[src/rtl/axil_regfile_slave.sv]
// axil_regfile_slave: AXI4-Lite register file slave, registers exported flat.
// Define AXIL_WSTRB_EN to honour WSTRB byte lanes on writes.
module axil_regfile_slave #(
  parameter int DATA_W = 32,
  parameter int ADDR_W = 12,
  parameter int NUM_REGS = 8,
  parameter logic [DATA_W-1:0] RST_VAL = '0
) (
  input  logic                       ACLK,
  input  logic                       ARESETN,
  input  logic [ADDR_W-1:0]          AWADDR,
  input  logic                       AWVALID,
  output logic                       AWREADY,
  input  logic [DATA_W-1:0]          WDATA,
  input  logic [DATA_W/8-1:0]        WSTRB,
  input  logic                       WVALID,
  output logic                       WREADY,
  output logic [1:0]                 BRESP,
  output logic                       BVALID,
  input  logic                       BREADY,
  input  logic [ADDR_W-1:0]          ARADDR,
  input  logic                       ARVALID,
  output logic                       ARREADY,
  output logic [DATA_W-1:0]          RDATA,
  output logic [1:0]                 RRESP,
  output logic                       RVALID,
  input  logic                       RREADY,
  output logic [NUM_REGS*DATA_W-1:0] reg_out
);
  localparam int STRB_W = DATA_W / 8;
  localparam int LSB = $clog2(STRB_W);
  localparam int IDX_W = ADDR_W - LSB;

  logic              aw_full, w_full;
  logic              aw_full_n, w_full_n, rvalid_n;
  logic [IDX_W-1:0]  aw_idx, ar_idx;
  logic [DATA_W-1:0] w_data;
  logic [STRB_W-1:0] w_strb;
  logic [DATA_W-1:0] regs [NUM_REGS];
  logic [DATA_W-1:0] wmask, rd_word;
  logic              aw_hs, w_hs, ar_hs;
  logic              commit, aw_ok, ar_ok;
  logic              unused_bits;

  assign aw_hs = AWVALID && AWREADY;
  assign w_hs = WVALID && WREADY;
  assign ar_hs = ARVALID && ARREADY;
  assign commit = aw_full && w_full && (!BVALID || BREADY);
  assign ar_idx = ARADDR[ADDR_W-1:LSB];
  assign aw_ok = 32'(aw_idx) < 32'(NUM_REGS);
  assign ar_ok = 32'(ar_idx) < 32'(NUM_REGS);
  assign aw_full_n = (aw_full && !commit) || aw_hs;
  assign w_full_n = (w_full && !commit) || w_hs;
  assign rvalid_n = ar_hs || (RVALID && !RREADY);
  assign unused_bits = ^{AWADDR[LSB-1:0], ARADDR[LSB-1:0], w_strb};

`ifdef AXIL_WSTRB_EN
  // Expand byte strobes into a bit mask
  always_comb begin
    wmask = '0;
    for (int k = 0; k < STRB_W; k++)
      wmask[8*k +: 8] = {8{w_strb[k]}};
  end
`else
  assign wmask = '1;
`endif

  // Read mux; out-of-range indices fall through to zero
  always_comb begin
    rd_word = '0;
    for (int i = 0; i < NUM_REGS; i++)
      if (32'(ar_idx) == 32'(i)) rd_word = regs[i];
  end

  // Flat export of the register array
  always_comb begin
    reg_out = '0;
    for (int i = 0; i < NUM_REGS; i++)
      reg_out[i*DATA_W +: DATA_W] = regs[i];
  end

  // AW and W holding buffers; ready mirrors buffer emptiness
  always_ff @(posedge ACLK or negedge ARESETN) begin
    if (!ARESETN) begin
      aw_full <= 1'b0;
      w_full <= 1'b0;
      aw_idx <= '0;
      w_data <= '0;
      w_strb <= '0;
      AWREADY <= 1'b0;
      WREADY <= 1'b0;
    end else begin
      aw_full <= aw_full_n;
      w_full <= w_full_n;
      AWREADY <= !aw_full_n;
      WREADY <= !w_full_n;
      if (aw_hs) aw_idx <= AWADDR[ADDR_W-1:LSB];
      if (w_hs) begin
        w_data <= WDATA;
        w_strb <= WSTRB;
      end
    end
  end

  // Register array, updated on an in-range commit
  always_ff @(posedge ACLK or negedge ARESETN) begin
    if (!ARESETN) begin
      for (int i = 0; i < NUM_REGS; i++) regs[i] <= RST_VAL;
    end else if (commit && aw_ok) begin
      for (int i = 0; i < NUM_REGS; i++)
        if (32'(aw_idx) == 32'(i))
          regs[i] <= (regs[i] & ~wmask) | (w_data & wmask);
    end
  end

  // Write response; a commit on the handshake edge re-arms BVALID
  always_ff @(posedge ACLK or negedge ARESETN) begin
    if (!ARESETN) begin
      BVALID <= 1'b0;
      BRESP <= 2'b00;
    end else if (commit) begin
      BVALID <= 1'b1;
      BRESP <= aw_ok ? 2'b00 : 2'b10;
    end else if (BVALID && BREADY) begin
      BVALID <= 1'b0;
    end
  end

  // Read channel; data captured at AR accept, so it is the pre-commit value
  always_ff @(posedge ACLK or negedge ARESETN) begin
    if (!ARESETN) begin
      RVALID <= 1'b0;
      RDATA <= '0;
      RRESP <= 2'b00;
      ARREADY <= 1'b0;
    end else begin
      ARREADY <= !rvalid_n;
      if (ar_hs) begin
        RVALID <= 1'b1;
        RDATA <= ar_ok ? rd_word : '0;
        RRESP <= ar_ok ? 2'b00 : 2'b10;
      end else if (RVALID && RREADY) begin
        RVALID <= 1'b0;
      end
    end
  end
endmodule

[config.mk]
export PLATFORM = sky130hd
export DESIGN_NAME = axil_regfile_slave
export DESIGN_NICKNAME = d
export VERILOG_FILES = /design/src/rtl/axil_regfile_slave.sv
export SDC_FILE = /design/constraint.sdc
export NUM_CORES = 1
export LEC_CHECK = 0
export CAP_MARGIN = 30
export CORE_ASPECT_RATIO = 0.6
export CORE_UTILIZATION = 30
export CTS_CLUSTER_SIZE = 20
export DETAILED_ROUTE_END_ITERATION = 6
export SLEW_MARGIN = 20
export SYNTH_ARGS = -nofsm -noshare
export SYNTH_HDL_FRONTEND = slang
export SYNTH_SLANG_ARGS = --single-unit
[constraint.sdc]
create_clock -name ACLK -period 4.05 [get_ports ACLK]
set_input_delay 0.81 -clock ACLK [delete_from_list [all_inputs] [get_ports ACLK]]
set_output_delay 0.81 -clock ACLK [all_outputs]
set_load 0.02 [all_outputs]
Word-level counts from Yosys, hierarchy flattened --
Index checks and enable logic that the tools add are counted.
Word-level totals: bits of input ports 67, register bits after elaboration 341, output and inout port bits 297, logic and storage cells 84
Cells by class: mux-type cells 15, reduce and logical (&&, ||, !) cells 33, magnitude comparators 2, equality and inequality tests 14
Operators by type and width (number):
- 32-bit two-way mux | 9
- 10-bit by 3-bit == test with 1-bit output (second input constant) | 8
- 10-bit by 2-bit == test with 1-bit output (second input constant) | 4
- 10-bit by 1-bit == test with 1-bit output (second input constant) | 2
- 10-bit zero test | 2
- 10-bit by 4-bit < comparator with 1-bit output (second input constant) | 2
- 2-bit AND reduction | 8
- 1-bit logical AND | 11
- 1-bit zero test | 6
- 1-bit logical OR | 4
- 1-bit two-way mux | 4
- 2-bit two-way mux | 2
- 2-bit nonzero test | 2

Depth between registers and ports, before layout --
depth after elaboration 10, mapped depth 7, depth with buffers taken out 4

Least setup slack after synthesis --
No wires, ideal clock.
path type input -> register, start point input port ARADDR[4], end point register RDATA[20], setup time 142 ps, buffers on the path 3, data arrival time 2282 ps, required time 3908 ps, cell stages on the path 7, path slack 1626 ps, cell sequence clkbuf_1 or3b_2 clkbuf_1 clkbuf_1 o22ai_1 a221o_1 o221ai_1
On the way: longest elaborated chain between the ends 10, elaborated cells on any way between the ends 18, those cells by class order compare: 1; eq/ne: 7; mux: 9; reduce/logical: 1
Ends and longest elaborated chain:
- from (decl) | RTL line 21 | input logic [ADDR_W-1:0] ARADDR,
- 10-bit zero test | RTL line 72 | if (32'(ar_idx) == 32'(i)) rd_word = regs[i];
- 32-bit two-way mux (8 in series) | RTL line 72
- 32-bit two-way mux * | RTL line 140 | RDATA <= ar_ok ? rd_word : '0;
- to (signal assigned) | RTL line 140
- to (decl) | RTL line 24 | output logic [DATA_W-1:0] RDATA,
Every way passes the cells marked *; elsewhere a longest branch is shown, timed or not. A chain may end at the register's enable or synchronous reset.

Worst setup path after layout --
start point input port BREADY, end point register regs (netlist bit reg_out[240])
On the way: longest elaborated chain between the ends 4
Ends and longest elaborated chain:
- from (decl) | RTL line 20 | input logic BREADY,
- 1-bit logical OR | RTL line 48 | assign commit = aw_full && w_full && (!BVALID || BREADY);
- 1-bit logical AND | RTL line 48
- 1-bit logical AND | RTL line 109 | end else if (commit && aw_ok) begin
- 2-bit AND reduction (no line)
- to (signal, indexed assignment) | RTL line 112 | regs[i] <= (regs[i] & ~wmask) | (w_data & wmask);
- to (decl) | RTL line 39 | logic [DATA_W-1:0] regs [NUM_REGS];
No other way between the ends.

==> results.md <==
* Run status: finished, final reports clean
* Critical-path cell list: clkdlybuf4s50_1, nand2b_1, nand4b_4, or3_2, buf_4, mux2_2
* Port Buffer Count at 353
* Post-Route WL at 52840 um
* Post-synthesis sequential area ratio at 0.5564
* Setup skew after layout at 0.02495 ns
* Crit path largest cell delay at 0.85 ns
* Slew of the pin with the lowest slew margin at 0.9633 ns
* GP Congestion at 0.7765
* Die footprint at 0.05176 mm2
* Yosys reg bits at 339
* Post-synthesis cell count at 1094
* Share of async-settable or async-resettable flops after synthesis at 1.000
* Die width at 293.0 um
* Biggest area contributors in the synthesized netlist: sky130_fd_sc_hd__dfrtp_1 56%, sky130_fd_sc_hd__mux2_2 24%, sky130_fd_sc_hd__mux2_4 3.0%
* Slew margin rel. at 0.3578
* Pins Over Slew Limit at 0
* Layout cells sized above 1 at 0.3131
* Clock transition at the register clock pins on the worst setup and hold paths after CTS at 0.06 ns
* Final count of hold timing violations at 0
* Drt initial violations at 662
* Half-perimeter wire length after detailed placement at 34770 um
* Register-to-Register Path Depth at 5
* Average wire per standard cell at 24.64 um
* Congestion Overflow GR at 0
* Post-layout minimum cycle time at 2.831 ns
* RSZ-0062 raised after global routing: no
* Routed vias at 11010
* Initial antenna violation count at 0
* Maximum number of pins on one net before global-route repair at 100
* Count of endpoints failing setup in the final report at 0
* Library cell with the largest summed area after synthesis: sky130_fd_sc_hd__dfrtp_1
* Clock buffers created by TritonCTS at 36
* CTS Sinks at 339
* # Post-CTS Setup Buffers at 0
* Final worst-path cycle share at 0.6989
* Layout net count at 1506
* Clock tree from TritonCTS: yes
* Reported max-cap violation count at 0
* I/O pin total at 364
* Distinct cell type count of the synthesized netlist at 39
* Antenna cell count at 0
* Path category of the worst min-delay check: primary input to async pin
* Max Clock Freq at 353.3 MHz
* Clock root buffer master: sky130_fd_sc_hd__clkbuf_16
* Count of yosys warnings during synthesis at 0
* All-Layer GR Usage at 0.2017
* Synth top area share at 0.5564
* Via count of the first global-routing pass at 11384
* Wire length of the first global-routing pass at 77810 um
* Most frequently used flop master after synthesis: sky130_fd_sc_hd__dfrtp_1
* Number of detailed-routing iterations run before antenna repair at 5
* Summed instance area of the synthesized netlist at 0.01525 mm2
* Required time at the endpoint of the critical path at 4.46 ns
* Category of the critical setup timing path: primary input to flip-flop
* Post-Place Cells at 2083
* Average instance area after synthesis at 13.94 um2
* Sum of negative setup slack at 0 ns
* Core outline area at 0.04974 mm2
* Antenna Nets Post-Route at 0
* Number of standard cells in the layout, taps in and fillers out at 2145
* Critical Path AT at 3.24 ns
* Leakage component of the power at 9.382 nW
* Areal power density over the cells at 466.5 mW/mm2
* Die boundary height at 176.6 um
* Worst-path fanout max at 19
* Worst path slowest cell: sky130_fd_sc_hd__or3_2
* Worst setup EP type: flip-flop
* CTS Buffer Depth at 3
* H-tree depth reported by CTS at 2
* Residual DRC at 0
* Number of hold-repair buffers added at the cts stage at 0
* Resized cells post-CTS at 0
* Layout overhead on the synthesized area at 36.63%
* Clock latency reported for the late side of the worst-skew pair at 0.54 ns
* Category of the worst setup path launch point: primary input
* Initial standard-cell utilization of the core at 0.3065
* Ratio of routed vias to standard cells at 5.133
* Worst IR Drop VDD at 0.2335 mV
* Post-synth EDFFs at 0
* Row Count at 63
-- metrics by stage --
| stage | setup slack (ns) | utilization | power [mW] | hold slack [ns] | area, um2 |
|---|---|---|---|---|---|
| floorplan | 1.626 | - | 5.379 | 0.4773 | 15250 |
| global placement | 0.6815 | 0.3949 | 6.424 | 0.4697 | 19640 |
| detailed placement | 0.6701 | 0.3959 | 6.488 | 0.4755 | 19690 |
| CTS | 1.227 | 0.4188 | 9.827 | 0.3302 | 20830 |
| global route | 1.147 | 0.4188 | 10.17 | 0.3369 | 20830 |
| finish | 1.219 | 0.4188 | 9.719 | 0.2899 | 20830 |
-- power by group --
part           leakage, nW  switching, mW  internal [mW]
combinational         4.21          0.895          0.986
sequential            4.61          0.715           3.83
clock                0.561           1.41           1.88
total                 9.38           3.02           6.70
-- sequential cells by signal, summed over array words and instances (netlist names) --
| name | cells |
|---|---|
| w_full | 1 |
| w_data | 32 |
| RRESP | 1 |
| aw_full | 1 |
| AWREADY | 1 |
| reg_out | 256 |
| aw_idx | 10 |
| WREADY | 1 |
| BVALID | 1 |
| RDATA | 32 |
| ARREADY | 1 |
| RVALID | 1 |
| BRESP | 1 |
-- per-layer routing --
metal	wire, um	up-vias	GRT usage
li1	-	4781	-
met2	24120	374	0.3166
met4	1341	0	0.05825
met5	0	-	0
met3	3359	78	0.04294
met1	24030	5777	0.2801
-- cell usage in the layout (no fill, tap or decap), types with 5 or more instances in the layout --
master and instances:
sky130_fd_sc_hd__clkdlybuf4s50_1 349, sky130_fd_sc_hd__dfrtp_1 339, sky130_fd_sc_hd__mux2_2 321, sky130_fd_sc_hd__nand2_1 71, sky130_fd_sc_hd__clkbuf_16 38, sky130_fd_sc_hd__mux2i_1 36, sky130_fd_sc_hd__a21boi_0 31, sky130_fd_sc_hd__o22ai_1 31
sky130_fd_sc_hd__o221ai_1 30, sky130_fd_sc_hd__mux2_4 30, sky130_fd_sc_hd__buf_4 30, sky130_fd_sc_hd__o2bb2ai_1 29, sky130_fd_sc_hd__a221o_1 29, sky130_fd_sc_hd__clkbuf_1 12, sky130_fd_sc_hd__mux2_1 7, sky130_fd_sc_hd__inv_1 6
sky130_fd_sc_hd__o21ai_0 6, sky130_fd_sc_hd__buf_12 6, sky130_fd_sc_hd__nor2_1 5, sky130_fd_sc_hd__clkbuf_8 5
-- critical path, delay by kind of cell --
family | cells | cell delay, ns
buffers and inverters | 2 | 0.81
muxes | 1 | 0.29
and+or+nand+nor | 3 | 1.31
-- cells by family (layout without fill, tap and decap cells) --
family	count (synthesis)	in the layout	share of synthesized area
AND/OR/NAND/NOR	109	109	0.03586
other	1	2	0.0002459
AO/OA/AOI/OAI	162	162	0.08625
flip-flops	339	339	0.5564
multiplexers	394	394	0.2954
buffers and inverters	89	457	0.02585
-- cell usage after synthesis (all sizes together), types with 6 or more instances --
cell type,count
buf,40
o221ai,30
o21ai,6
o22ai,31
dfrtp,339
mux2,358
a21boi,31
inv,6
mux2i,36
nand2,74
a221o,29
o2bb2ai,29
clkbuf,42
-- layout make-up --
type                       count  area, um2
timing repair buffer         388       3886
clock inverter                 7      77.57
multi-input combinational    667       6441
fill                        4598      28910
tap                          682      853.3
clock buffer                  55       1065
inverter                       7      26.28
sequential                   339       8483
-- final timing paths --
path,startpoint,to,slack [ns]
worst max-delay path,BREADY,reg_out[240],1.22
worst min-delay path,ARESETN,w_data[6],0.29
worst max register to register,aw_idx[5],reg_out[240],1.37
worst min register to register,RDATA[29],RDATA[29],0.49
max in group asynchronous,ARESETN,reg_out[97],2.76
min in group ACLK,RDATA[29],RDATA[29],0.49
(Power assumes the default switching activity.)
